[src/rtl/clint_timer.sv]
// Core-local interruptor: free-running 64-bit mtime with prescaler, mtimecmp
// compare driving mtip, and a software msip bit, behind a one-slot MMIO port.
module clint_timer #(
  parameter logic [31:0] BASE_ADDR = 32'h0200_0000,
  parameter int unsigned PRESCALE  = 1
) (
  input  logic        clk,
  input  logic        rst,
  input  logic        time_en,
  input  logic        req_valid,
  output logic        req_ready,
  input  logic        req_we,
  input  logic [31:0] req_addr,
  input  logic [31:0] req_wdata,
  output logic        resp_valid,
  input  logic        resp_ready,
  output logic [31:0] resp_rdata,
  output logic        resp_err,
  output logic [63:0] mtime,
  output logic        mtip,
  output logic        msip
);

  localparam int unsigned   PW   = (PRESCALE > 1) ? $clog2(PRESCALE) : 1;
  localparam logic [PW-1:0] PMAX = PW'(PRESCALE - 1);

  typedef enum logic [2:0] {
    R_NONE, R_MSIP, R_CMP_LO, R_CMP_HI, R_MT_LO, R_MT_HI
  } reg_sel_e;

  logic [PW-1:0] pre_cnt;
  logic [63:0]   mtimecmp;
  logic [31:0]   off;
  logic [31:0]   rdata_d;
  reg_sel_e      sel;
  logic          acc, wr, tick;

  assign req_ready = !resp_valid || resp_ready;
  assign acc       = req_valid && req_ready;
  assign wr        = acc && req_we;
  assign tick      = time_en && (pre_cnt == PMAX);

  // Addresses below the base wrap to a huge offset, so one upper-bits test
  // covers both ends of the window.
  assign off = req_addr - BASE_ADDR;

  always_comb begin
    sel = R_NONE;
    if (req_addr[1:0] == 2'b00 && off[31:16] == 16'h0) begin
      case (off[15:0])
        16'h0000: sel = R_MSIP;
        16'h4000: sel = R_CMP_LO;
        16'h4004: sel = R_CMP_HI;
        16'hBFF8: sel = R_MT_LO;
        16'hBFFC: sel = R_MT_HI;
        default:  sel = R_NONE;
      endcase
    end
  end

  always_comb begin
    rdata_d = '0;
    case (sel)
      R_MSIP:   rdata_d = {31'h0, msip};
      R_CMP_LO: rdata_d = mtimecmp[31:0];
      R_CMP_HI: rdata_d = mtimecmp[63:32];
      R_MT_LO:  rdata_d = mtime[31:0];
      R_MT_HI:  rdata_d = mtime[63:32];
      default:  rdata_d = '0;
    endcase
  end

  always_ff @(posedge clk) begin
    if (rst) begin
      pre_cnt    <= '0;
      mtime      <= '0;
      mtimecmp   <= '1;
      msip       <= 1'b0;
      mtip       <= 1'b0;
      resp_valid <= 1'b0;
      resp_rdata <= '0;
      resp_err   <= 1'b0;
    end else begin
      if (time_en) pre_cnt <= (pre_cnt == PMAX) ? '0 : pre_cnt + PW'(1);

      // A software write to either half swallows a coincident tick.
      if (wr && sel == R_MT_LO)      mtime[31:0]  <= req_wdata;
      else if (wr && sel == R_MT_HI) mtime[63:32] <= req_wdata;
      else if (tick)                 mtime        <= mtime + 64'd1;

      if (wr && sel == R_CMP_LO) mtimecmp[31:0]  <= req_wdata;
      if (wr && sel == R_CMP_HI) mtimecmp[63:32] <= req_wdata;
      if (wr && sel == R_MSIP)   msip            <= req_wdata[0];

      mtip <= (mtime >= mtimecmp);

      if (acc) begin
        resp_valid <= 1'b1;
        resp_err   <= (sel == R_NONE);
        resp_rdata <= req_we ? 32'h0 : rdata_d;
      end else if (resp_ready) begin
        resp_valid <= 1'b0;
      end
    end
  end

endmodule

[config.mk]
export PLATFORM = sky130hd
export DESIGN_NAME = clint_timer
export DESIGN_NICKNAME = d
export VERILOG_FILES = /design/src/rtl/clint_timer.sv
export SDC_FILE = /design/constraint.sdc
export NUM_CORES = 1
export LEC_CHECK = 0
export BUFFER_PORTS_ARGS = -buffer_cell sky130_fd_sc_hd__clkbuf_2
export CAP_MARGIN = 40
export CORE_UTILIZATION = 25
export DETAILED_ROUTE_END_ITERATION = 10
export GPL_TIMING_DRIVEN = 1
export PLACE_DENSITY = 0.4
export SLEW_MARGIN = 20
export SYNTH_ARGS = -nofsm -noshare
export SYNTH_HDL_FRONTEND = slang
export SYNTH_SLANG_ARGS = --single-unit
[constraint.sdc]
create_clock -name clk -period 4.4 [get_ports clk]
set_input_delay 1.32 -clock clk [delete_from_list [all_inputs] [get_ports clk]]
set_output_delay 1.32 -clock clk [all_outputs]
set_load 0.01 [all_outputs]
==> metrics.sh <==
PATH_BUF_INV=2
SLEW_VIOLATIONS=0
YOSYSUNIQUECELLTYPES=72
CTS_RESIZED=0
WORSTPATHCELLLIST='clkbuf_2 -> nand3b_1 -> or4_1 -> or4_1 -> buf_4 -> nor2_4 -> o311ai_0 -> a21oi_1'
FIN_SKEW_NS=0.0152
LOGIC_DEPTH_OF_THE_WORST_PATH_BUFFERS_INCLUDED=8
GRT_SETUP_UNREPAIRED='false'
YS_FF_LATCH=164
SYNTH_TOP_AREA_CELL='sky130_fd_sc_hd__dfxtp_1'
CHIPHEIGHT_UM=204
DP_CELLS=1885
MAXCAPVIOLATIONS=0
HOLDCRITPATHCLASS='reg2reg'
DRT-TOTAL-WL_UM=44400
GP_CONGESTION=0.834
REG2REG_TO='mtime[63]'
INITIAL_UTILIZATION_PCT=25.5
PLACEMENT.CELL_AREA_UM2=11700
FF2FF_SETUP_SLACK_NS=1.07
FINAL.FILL_COUNT=4248
FINAL_LAYOUT_SIZE_SUFFIX_GT1_SHARE_PCT=18.9
CRITICAL_PATH.ENDPOINT_TYPE='flip-flop'
GROUTE.USAGE.OVERALL_PCT=21.6
SYNTH.YOSYS.SEQ_AREA_SHARE_PCT=32.3
HOLD_VIOL=0
MULTI_INPUT_AREA_UM2=6250
DIE_AREA_UM2=41500
CP.ARRIVAL_NS=4.03
VIA_COUNT_OF_THE_FIRST_GLOBAL_ROUTING_PASS=10500
VIAS_AFTER_DETAILED_ROUTING=10600
PLACE.PORT_BUFFERS=170
FINALCRITPERIODSHARE_PCT=82.8
PLACEABLECOREAREA_UM2=39900
CTS_TREE='yes'
MAX-SLEW-MARGIN-REL_PCT=43.0
PLACE_WS_NS=0.298
SYNTH_ASYNC_SR_FLOP_SHARE_PCT=0
FINAL_NET_COUNT=1515
GRT_ANTENNA_BEFORE_REPAIR=0
TIMING.FMAX_MHz=275
SETUP.WORST_PATH.START_CLASS='input port'
MAX_STAGE_DELAY_NS=0.66
POST-CTS-SETUP-BUFFERS=0
CTS.ROOT.BUFFER_CELL='sky130_fd_sc_hd__clkbuf_16'
CLKLATENCYLATEPIN_NS=0.45
OUTCOME='finished clean'
SYNTH_MOST_COMMON_CELL='sky130_fd_sc_hd__dfxtp_1'
DETAIL_ROUTE.FIRST_PASS.ITERATIONS=7
R2R.WORST_PATH.CELLS=6
FIN_CELLS=1916
ROWS=73
SYNTH_EDF_COUNT=0
YOSYS-TOP-CELLS-AREA='sky130_fd_sc_hd__dfxtp_1 32%, sky130_fd_sc_hd__ha_1 8.1%, sky130_fd_sc_hd__nand2_1 4.1%'
POSTCTSHOLDBUFS=0
VIAS_PER_CELL=5.53
YS_DOMINANT_REG_CELL='sky130_fd_sc_hd__dfxtp_1'
ROUTEDWLPERCELL_UM=23.1
FINALWORSTSETUPSLACK_NS=0.757
CRITICALPATHCATEGORY='in2reg'
MAXIMUM_NUMBER_OF_PINS_ON_ONE_NET_BEFORE_GLOBAL_ROUTE_REPAIR=64
INSERTED_CLOCK_BUFFERS=17
ANTENNA-DIODE-COUNT=0
SETUP_VIOL_COUNT_FINAL=0
TOTAL_HALF_PERIMETER_WIRELENGTH_AFTER_LEGALIZATION_AND_DETAILED_PLACEMENT_UM=32500
CTS.SINKS=164
WORSTMARGINPINSLEW_NS=0.856
FLOW.AREA_GROWTH_FROM_SYNTHESIS_PCT=21.4
FINISHED_CELL_AREA_UM2=12400
CRITPATHMAXFANOUT=19
FF_LATCH_AREA_UM2=3280
CRITICAL-PATH-TOP-CELL-BY-COUNT='sky130_fd_sc_hd__or4_1'
SYNTH.TOP_CELLS.BY_COUNT='164 x sky130_fd_sc_hd__dfxtp_1, 111 x sky130_fd_sc_hd__nand2_1, 89 x sky130_fd_sc_hd__inv_1'
HTREE_NUM_LEVELS=4
POSTSYNTHCELLCOUNT=1234
STARTING_DRC_COUNT_IN_DETAILED_ROUTING=595
NUM_IO_PINS=171
IR_WORST_VDD_uV=266
CPLARGESTDELAYFAMILY='simple AND/OR/NAND/NOR gates'
FINALCRITICALPERIOD_NS=3.64
WORST_SETUP_HOLD_PATH_CLK_SLEW_NS=0.07
STATIC-LEAKAGE-POWER_nW=5.61
SYNTH_TOP_CELL_AREA_SHARE_PCT=32.3
DESIGN_POWER_TOTAL_W=0.00343
SYNTH_AREA_PER_CELL_UM2=8.24
SYNTH.YOSYS.WARNINGS=0
MAPPEDNETLISTNETS=1370
SETUP-TNS-FINAL_NS=0
CTS.PATH.MAX_BUFFERS=2
FLOORPLAN.DIE.WIDTH_UM=204
SYNTHESIS.AREA_UM2=10200
ANTENNA_VIOLATING_NETS_POST_ROUTE=0
TIMING.CRITICAL_PATH.SLOWEST_STAGE_CELL='sky130_fd_sc_hd__or4_1'
WORST_SETUP_PATH_ENDPOINT='mtime[54]'
GLOBALROUTEOVERFLOWTOTAL=0
CELLPOWERDENSITY_nW_PER_UM2=278
SETUP.WORST_PATH.START='req_addr[14]'
CRITICAL_PATH.REG2REG.STARTPOINT='mtime[17]'
WORSTPATHREQUIRED_NS=4.79
DRC_ERRORS=0
GRT_PASS1_WL_UM=67500
[power by group]
part / internal (W) / switching, W / total [W]
combinational: 0.0000555 / 0.000144 / 0.000200
sequential: 0.00149 / 0.00000796 / 0.00150
clock: 0.00106 / 0.000675 / 0.00174
[layout make-up]
type / instances / area share (%)
clock inverter: 9 / 1.41
sequential: 164 / 26.6
tap: 525 / 5.32
clock buffer: 22 / 3.92
inverter: 89 / 2.70
multi-input combinational: 898 / 50.6
timing repair buffer: 209 / 9.46
[flip-flops by register name, indices dropped and copies added (netlist names)]
register	count
mtime	64
resp_rdata	32
mtip	1
resp_err	1
resp_valid	1
msip	1
mtimecmp	64
[worst min-delay path by stage]
stage / start / to / slack [ns] / cells past startpoint
after CTS: resp_rdata[25] / resp_rdata[25] / 0.46 / 1
after floorplan: mtimecmp[32] / mtimecmp[32] / 0.46 / 2
after global placement: resp_rdata[8] / resp_rdata[8] / 0.43 / 1
after global routing: resp_rdata[13] / resp_rdata[13] / 0.47 / 1
final: resp_rdata[25] / resp_rdata[25] / 0.45 / 1
after detailed placement: resp_rdata[27] / resp_rdata[27] / 0.44 / 1
[metal layers]
layer,global-route usage (%),wire [um]
met4,6.02,826
met2,35.2,20400
met5,0,0
met3,3.20,2100
met1,29.4,21000
[worst reg2reg max path, stage by stage, from the launching register on]
cell and delay [ns]:
sky130_fd_sc_hd__dfxtp_1 0.53, sky130_fd_sc_hd__and4_1 0.45, sky130_fd_sc_hd__and4_1 0.55, sky130_fd_sc_hd__nand4_1 0.47, sky130_fd_sc_hd__or4_1 0.64, sky130_fd_sc_hd__or4_1 0.42, sky130_fd_sc_hd__a31oi_1 0.18
[logic make-up after synthesis]
family | after synthesis | synth area share [%]
AND/OR/NAND/NOR | 390 | 20.1
XOR/XNOR | 16 | 1.38
multiplexers | 41 | 4.03
flip-flops | 164 | 32.3
adder cells (fa/ha/maj) | 66 | 8.12
AO/OA/AOI/OAI | 385 | 27.3
buffers and inverters | 172 | 6.79
[stage by stage]
step	hold WS [ns]	utilization (%)
global placement	0.434	29.2
global route	0.474	30.9
finish	0.454	30.9
floorplan	0.459	-
detailed placement	0.443	29.3
CTS	0.460	30.9
[cell usage in the layout (no fill, tap or decap), types with 32 or more instances in the layout]
cell,Yosys,final
sky130_fd_sc_hd__o22ai_1,38,38
sky130_fd_sc_hd__a21o_1,35,35
sky130_fd_sc_hd__o211ai_1,36,36
sky130_fd_sc_hd__dfxtp_1,164,164
sky130_fd_sc_hd__a22oi_1,35,35
sky130_fd_sc_hd__a211oi_1,41,41
sky130_fd_sc_hd__a21oi_1,57,57
sky130_fd_sc_hd__nand2_1,111,110
sky130_fd_sc_hd__mux2i_1,41,41
sky130_fd_sc_hd__ha_1,66,66
sky130_fd_sc_hd__a32oi_1,32,32
sky130_fd_sc_hd__buf_4,2,37
sky130_fd_sc_hd__nor2_1,66,65
sky130_fd_sc_hd__clkbuf_2,0,170
sky130_fd_sc_hd__inv_1,89,88
sky130_fd_sc_hd__nand3_1,33,33
sky130_fd_sc_hd__nand4_1,47,47
Power figures use the tool's default switching activity.
